<file path="config.mk">
export PLATFORM = sky130hd
export DESIGN_NAME = shift_deserializer
export DESIGN_NICKNAME = d
export VERILOG_FILES = /design/src/rtl/shift_deser_pkg.sv /design/src/rtl/shift_align.sv /design/src/rtl/shift_deserializer.sv
export SDC_FILE = /design/constraint.sdc
export NUM_CORES = 1
export LEC_CHECK = 0
export CAP_MARGIN = 20
export CORE_UTILIZATION = 30
export CTS_BUF_LIST = sky130_fd_sc_hd__clkbuf_8 sky130_fd_sc_hd__clkbuf_16
export DETAILED_ROUTE_END_ITERATION = 7
export HOLD_SLACK_MARGIN = 0.05
export PLACE_DENSITY = 0.56
export SYNTH_ARGS = -nofsm -noshare
export SYNTH_HDL_FRONTEND = slang
export SYNTH_SLANG_ARGS = --single-unit
</file>
<file path="constraint.sdc">
create_clock -name clk -period 3.85 [get_ports clk]
set_input_delay 0.77 -clock clk [delete_from_list [all_inputs] [get_ports clk]]
set_output_delay 0.77 -clock clk [all_outputs]
set_load 0.05 [all_outputs]
</file>
<file path="src/rtl/shift_deser_pkg.sv">
// Shared types and constants for the serial-to-parallel deserializer.
// Holds the FSM state encoding, default geometry and shift-direction codes.
package shift_deser_pkg;

  localparam int DEF_WIDTH = 8;
  localparam int DEF_CNT_W = 3;

  localparam logic DIR_LEFT  = 1'b0;
  localparam logic DIR_RIGHT = 1'b1;

  typedef enum logic [1:0] {
    IDLE  = 2'd0,
    SHIFT = 2'd1,
    HOLD  = 2'd2
  } state_t;

endpackage

</file>
<file path="src/rtl/shift_align.sv">
// Zero-filling logarithmic barrel right-shifter; right-justifies LSB-first
// words that were shifted in from the top of the register.
module shift_align
  import shift_deser_pkg::*;
#(
  parameter int WIDTH = DEF_WIDTH,
  parameter int CNT_W = DEF_CNT_W
) (
  input  logic [WIDTH-1:0] data,
  input  logic [CNT_W-1:0] shamt,
  output logic [WIDTH-1:0] result
);

  logic [WIDTH-1:0] stage [CNT_W+1];

  assign stage[0] = data;

  for (genvar i = 0; i < CNT_W; i++) begin : g_stage
    assign stage[i+1] = shamt[i] ? (stage[i] >> (2 ** i)) : stage[i];
  end

  assign result = stage[CNT_W];

endmodule

</file>
<file path="src/rtl/shift_deserializer.sv">
// Serial-to-parallel word assembler with programmable length and bit order;
// completed words are right-justified and offered on a valid/ready handshake.
module shift_deserializer
  import shift_deser_pkg::*;
#(
  parameter int WIDTH = DEF_WIDTH,
  parameter int CNT_W = DEF_CNT_W
) (
  input  logic             clk,
  input  logic             reset,
  input  logic             serial_in,
  input  logic             bit_valid,
  input  logic             frame_start,
  input  logic             right_not_left,
  input  logic [CNT_W-1:0] N,
  output logic [WIDTH-1:0] word_out,
  output logic             word_valid,
  input  logic             word_ready,
  output logic             busy,
  output logic             overrun
);

  localparam int LEN_W = CNT_W + 1;

  state_t           state, state_n;
  logic [WIDTH-1:0] sr, sr_n;
  logic [WIDTH-1:0] aligned, word_n;
  logic [LEN_W-1:0] cnt, cnt_n;
  logic [LEN_W-1:0] len, len_n;
  logic [CNT_W-1:0] shamt;
  logic             dir, dir_n;
  logic             start, begin_frame, load_word, ovr_set;

  function automatic logic [WIDTH-1:0] shift_in(input logic [WIDTH-1:0] cur,
                                                input logic b,
                                                input logic d);
    return (d == DIR_RIGHT) ? {b, cur[WIDTH-1:1]} : {cur[WIDTH-2:0], b};
  endfunction

  assign start = bit_valid & frame_start;

  always_comb begin
    state_n     = state;
    sr_n        = sr;
    cnt_n       = cnt;
    len_n       = len;
    dir_n       = dir;
    begin_frame = 1'b0;
    load_word   = 1'b0;
    ovr_set     = 1'b0;

    unique case (state)
      IDLE: begin
        begin_frame = start;
      end
      SHIFT: begin
        if (start) begin
          begin_frame = 1'b1;
        end else if (bit_valid) begin
          sr_n  = shift_in(sr, serial_in, dir);
          cnt_n = cnt + LEN_W'(1);
          if (cnt_n == len) begin
            state_n   = HOLD;
            load_word = 1'b1;
          end
        end
      end
      HOLD: begin
        if (word_ready) begin
          state_n     = IDLE;
          begin_frame = start;
        end else if (bit_valid) begin
          ovr_set = 1'b1;
        end
      end
      default: state_n = IDLE;
    endcase

    // A frame start (from any state that accepts one) discards whatever was
    // partially assembled and restarts from an empty register.
    if (begin_frame) begin
      dir_n = right_not_left;
      len_n = {1'b0, N} + LEN_W'(1);
      sr_n  = shift_in('0, serial_in, right_not_left);
      cnt_n = LEN_W'(1);
      if (len_n == LEN_W'(1)) begin
        state_n   = HOLD;
        load_word = 1'b1;
      end else begin
        state_n = SHIFT;
      end
    end
  end

  assign shamt  = CNT_W'(LEN_W'(WIDTH) - len_n);
  assign word_n = (dir_n == DIR_RIGHT) ? aligned : sr_n;

  shift_align #(
    .WIDTH(WIDTH),
    .CNT_W(CNT_W)
  ) u_align (
    .data  (sr_n),
    .shamt (shamt),
    .result(aligned)
  );

  always_ff @(posedge clk or posedge reset) begin
    if (reset) begin
      state    <= IDLE;
      sr       <= '0;
      cnt      <= '0;
      len      <= '0;
      dir      <= DIR_LEFT;
      word_out <= '0;
      overrun  <= 1'b0;
    end else begin
      state <= state_n;
      sr    <= sr_n;
      cnt   <= cnt_n;
      len   <= len_n;
      dir   <= dir_n;
      if (load_word) word_out <= word_n;
      if (ovr_set)   overrun  <= 1'b1;
    end
  end

  assign word_valid = (state == HOLD);
  assign busy       = (state == SHIFT);

endmodule
</file>
After elaboration in Yosys (flattened, before gate mapping)
Index checks and enable logic that the tools add are counted.
- add/sub/neg operators: 3
- eq/ne operators: 10
- mux-type cells: 35
- bitwise operators: 1
- reductions and logical operators: 5
- operator list (kind ; number):
    $mux 8 ; 10
    $mux 4 ; 5
    $mux 1 ; 12
    $mux 2 ; 6
    $ne 3x1->1 const B ; 2
    $ne 3x2->1 const B ; 2
    $pmux 2 s3 ; 1
    $reduce_and 5->1 ; 1
    $add 3x1->4 const B ; 1
    $add 4x1->4 const B ; 1
    $eq 4x1->1 const B ; 1
    $eq 4x4->1 ; 1
    $reduce_bool 2->1 ; 2
    $pmux 1 s3 ; 1
    $reduce_and 3->1 ; 1
    $sub 1x3->3 const A ; 1
    $eq 2x1->1 const B ; 1
    $eq 2x2->1 const B ; 1
    $logic_not 2->1 ; 1
    $ne 2x1->1 const B ; 1
    $ne 2x2->1 const B ; 1
    $and 1x1->1 ; 1
- register bits: 28
- input port bits: 10
- output and inout bits: 11
- logic and storage cells: 61

Logic depth before layout (Yosys ltp)
- depth in word-level cells: 9
- depth in mapped cells: 9
- gate-level depth less buffers: 8

Cells and area by module
Synthesis repeated with hierarchy kept, for this count alone.
- cell total of the unflattened synthesis: 179
- area total of the unflattened synthesis: 1820.5 um^2
- by module, submodules not included (module ; times used ; cells each ; area an instance (um^2)):
    shift_deserializer ; 1 ; 151 ; 1570.3
    shift_align ; 1 ; 28 ; 250.2

Least setup slack after synthesis
Ideal clock, no wire load.
- path kind: input -> register
- start: in N[0]
- end: reg word_out[2]
- setup time: 0.126 ns
- data arrival time: 2.342 ns
- setup slack: 1.382 ns
- cell stages on the path: 9
- path through: inv_1 ha_1 nand2b_1 clkbuf_1 xor2_1 a32o_1 o31ai_1 nor4_1 o32a_1
- longest elaborated chain between the ends: 7
- elaborated cells on any way between the ends: 10
- those cells by class: 2 x add/sub; 1 x eq/ne; 7 x mux
- ends and longest elaborated chain (element ; line ; source):
    start, declared ; shift_deserializer.sv:15 ; input logic [CNT_W-1:0] N,
    $add 3x1->4 * ; shift_deserializer.sv:83 ; len_n = {1'b0, N} + LEN_W'(1);
    $mux 4 ; shift_deserializer.sv:81 ; if (begin_frame) begin
    $sub 1x3->3 ; shift_deserializer.sv:95 ; assign shamt = CNT_W'(LEN_W'(WIDTH) - len_n);
    $mux 8 (3 in series) ; shift_align.sv:19 ; assign stage[i+1] = shamt[i] ? (stage[i] >> (2 ** i)) : stage[i];
    $mux 8 ; shift_deserializer.sv:96 ; assign word_n = (dir_n == DIR_RIGHT) ? aligned : sr_n;
    end signal, assigned ; shift_deserializer.sv:122 ; if (load_word) word_out <= word_n;
    end, declared ; shift_deserializer.sv:16 ; output logic [WIDTH-1:0] word_out,
Mark *: on every way between the ends. The rest lies on a longest branch, timed or not.
A chain may end at the register's enable or synchronous reset.

Worst setup path after layout
Ends and elaborated chain as after synthesis.

==> impl_metrics.tcl <==
set metrics [dict create \
    final_core_util_pct 36.2 \
    clkPwrFrac_pct 16.8 \
    nets 266 \
    cts-buffers-inserted 3 \
    cellLeakagePower_nw 1.03 \
    cp.arrival_ns 3.34 \
    status "finished, final reports clean" \
    drv_slew 0 \
    fin_crit_ns 3.11 \
    grt_max_degree 29 \
    slowest_delay_ns 0.63 \
    seq_area_frac_synth_pct 32.8 \
    p_comb_share_pct 50.0 \
    final_hold_viol_count 0 \
    cts_tree "yes" \
    critPathCaptureType "flip-flop" \
    finalSetupViolations 0 \
    synthCells 239 \
    synthFlopType "dfrtp_1" \
    ys_seq_elements 28 \
    first_pass_iters 5 \
    crit_family "buffers and inverters" \
    fmax_ghz 0.322 \
    cts_resized 0 \
    ant_nets 0 \
    fp.dieArea_mm2 0.00747 \
    drive_gt1_share_pct 11.9 \
    grt_usage_pct 16.3 \
    coreArea_mm2 0.00683 \
    wirelength_mm 5.63 \
    place_area_mm2 0.00240 \
    antenna_found_initial 0 \
    reg2reg_slack_ns 1.27 \
    path_clk_slew_ns 0.11 \
    grt_pass1_wl_mm 9.38 \
    synthDistinctLibCells 55 \
    fp.dieW_um 86.4 \
    path_class "in2reg" \
    slowest_stage "clkdlybuf4s50_1" \
    clk_latency_ns 0.29 \
    syn_area_per_cell_um2 8.95 \
    async_flop_share_pct 100 \
    period_share_pct 80.7 \
    clk_path_buf_depth 2 \
    clock-sinks 28 \
    rsz0062_at_grt "no" \
    routabilityCongestion 0.930 \
    vias_per_cell 5.32 \
    design_area_mm2 0.00247 \
    cp_cell_sequence "clkdlybuf4s50_1 > inv_1 > ha_1 > nand2b_1 > xor2_1 > a32o_1 > o31ai_1 > nor4_1 > o32a_1" \
    synthToLayoutAreaGrowth_pct 15.6 \
    wl_per_cell_um 16.2 \
    yosys_warnings 0 \
    ir_worst_vdd_mv 0.259 \
    dieHeight_um 86.4 \
    num_vias 1853 \
    max_slew_margin_pct 47.4 \
    crit_required_ns 4.09 \
    htreeDepth 1 \
    finalSetupTns_ns 0 \
    antenna_cells 0 \
    p_per_area_mw_per_mm2 583 \
    overflow 0 \
    io_pins 21 \
    dp_hpwl_mm 4.08 \
    min_path_type "reg2reg" \
    drt_iter0_markers 156 \
    power_frac_seq_pct 33.2 \
    finClkSkew_ns 0.0112 \
    start_util_pct 31.3 \
    p_sw_share_pct 44.0 \
    synth_nets 252 \
    drcViolationCount 0 \
    clock-root-buffer "clkbuf_8" \
    crit_fanout 8 \
    intPower_mw 0.807 \
    grt_pass1_vias 1777 \
    cts-hold-fix-buffers 0 \
    cap_violations 0 \
    syn_area_mm2 0.00214 \
    critical_path.startpoint_type "primary input" \
    worst-slew-pin-transition_ns 0.789 \
    critPathBufInv 2 \
    portBuffers 20 \
    core.rowCount 30 \
    synth-edff-count 0 \
    post_cts_buffers 0 \
    switchingPower_mw 0.634 \
]
## worst register-to-register path, cell delays in order (launching register included)
cell     delay, ns
dfrtp_1       0.86
mux2_4        0.38
mux4_2        0.47
a31oi_1       0.18
o21ai_1       0.14
a21o_1        0.18
a211o_1       0.28
## area by class of cell
cell class / instances / area, um2
Multi-Input combinational cell: 185 / 1310
Sequential cell: 28 / 701
Clock buffer: 3 / 41.3
Fill cell: 717 / 4360
Timing Repair Buffer: 25 / 238
Inverter: 10 / 37.5
Tap cell: 96 / 120
Clock inverter: 1 / 30.0
## power by group through the flow
| stage | logic, mW | registers (mW) | clock network (mW) |
|---|---|---|---|
| 5_1_grt | 0.783 | 0.493 | 0.268 |
| 3_5_place_dp | 0.718 | 0.485 | 0 |
| 6_report | 0.720 | 0.479 | 0.242 |
| 3_3_place_gp | 0.717 | 0.485 | 0 |
| 4_1_cts | 0.722 | 0.479 | 0.253 |
| 2_1_floorplan | 0.406 | 0.595 | 0 |
## cells in the final DEF, fill, tap and decap left out, types with 8 or more instances in the layout
cell type         n
dfrtp_1          28
inv_1            10
nand3_1           8
clkdlybuf4s50_1  20
nor2_1           20
o21ai_0          13
mux2i_1          13
nand2_1          24
mux2_2            8
a21oi_1           9
## final timing paths
path | depth (start not counted) | end | from
setup / recovery | 9 | word_out[2]$_DFFE_PP0P_ | N[0]
min in group asynchronous | 3 | sr[7]$_DFF_PP0_ | reset
setup reg to reg | 6 | word_out[0]$_DFFE_PP0P_ | dir$_DFF_PP0_
hold reg to reg | 1 | overrun$_DFFE_PP0P_ | overrun$_DFFE_PP0P_
hold / removal | 1 | overrun$_DFFE_PP0P_ | overrun$_DFFE_PP0P_
max in group asynchronous | 3 | cnt[1]$_DFFE_PP0P_ | reset
## logic make-up (layout without fill, tap and decap cells)
kind of cell | count (synthesis) | after routing | share of synthesized area [%]
AOI/OAI and AO/OA | 66 | 66 | 21.6
xor gates and xnor gates | 10 | 10 | 4.10
adders and majority gates | 3 | 3 | 1.76
buffers and inverters | 26 | 39 | 6.20
DFF | 28 | 28 | 32.8
muxes | 28 | 28 | 15.9
and+or+nand+nor | 78 | 78 | 17.7
## synth_stat cells, types with 2 or more instances
master | instances | area [um2]
dfrtp_1 | 28 | 701
nand2_1 | 24 | 90.1
nor2_1 | 20 | 75.1
mux2i_1 | 13 | 130
o21ai_0 | 13 | 65.1
inv_1 | 10 | 37.5
a21oi_1 | 9 | 45.0
mux2_2 | 8 | 90.1
nand3_1 | 8 | 40.0
buf_2 | 7 | 35.0
and2_1 | 6 | 37.5
mux2_4 | 5 | 75.1
o31ai_1 | 5 | 37.5
xnor2_1 | 5 | 43.8
xor2_1 | 5 | 43.8
a22oi_1 | 4 | 30.0
a31oi_1 | 4 | 25.0
clkbuf_1 | 4 | 15.0
a211oi_1 | 3 | 22.5
a21o_1 | 3 | 22.5
buf_6 | 3 | 33.8
ha_1 | 3 | 37.5
nand2b_1 | 3 | 18.8
nor2b_1 | 3 | 18.8
nor4_1 | 3 | 18.8
o211ai_1 | 3 | 22.5
a2111oi_0 | 2 | 17.5
a21boi_0 | 2 | 15.0
a22o_1 | 2 | 17.5
and3_1 | 2 | 12.5
mux4_2 | 2 | 45.0
o2bb2ai_1 | 2 | 17.5
or2_2 | 2 | 12.5
or3_1 | 2 | 12.5
## sequential cells by signal, summed over array words and instances (netlist names)
| signal | flops |
|---|---|
| sr | 8 |
| word_out | 8 |
| cnt | 4 |
| len | 4 |
| state | 2 |
| dir | 1 |
| overrun | 1 |
## routing by layer
metal  up-vias  wire (um)  track usage (%)  share of wire [%]
li1        899          -                -                  -
met1       893       2710             22.4                 48
met2        55       2540             25.5                 45
met3         6        309             3.24                5.5
met4         0         72             5.15                1.3
met5         -          0                0                  0
## metrics by stage
step	power (mW)	worst slack (ns)	instances	hold WS [ns]
6_report	1.44	0.744	348	0.465
5_1_grt	1.54	0.624	348	0.478
4_1_cts	1.45	0.802	348	0.469
3_5_place_dp	1.20	0.495	344	0.445
3_3_place_gp	1.20	0.560	344	0.446
2_1_floorplan	1.00	1.38	239	0.467
No activity file was read; power rests on OpenSTA's default activity.
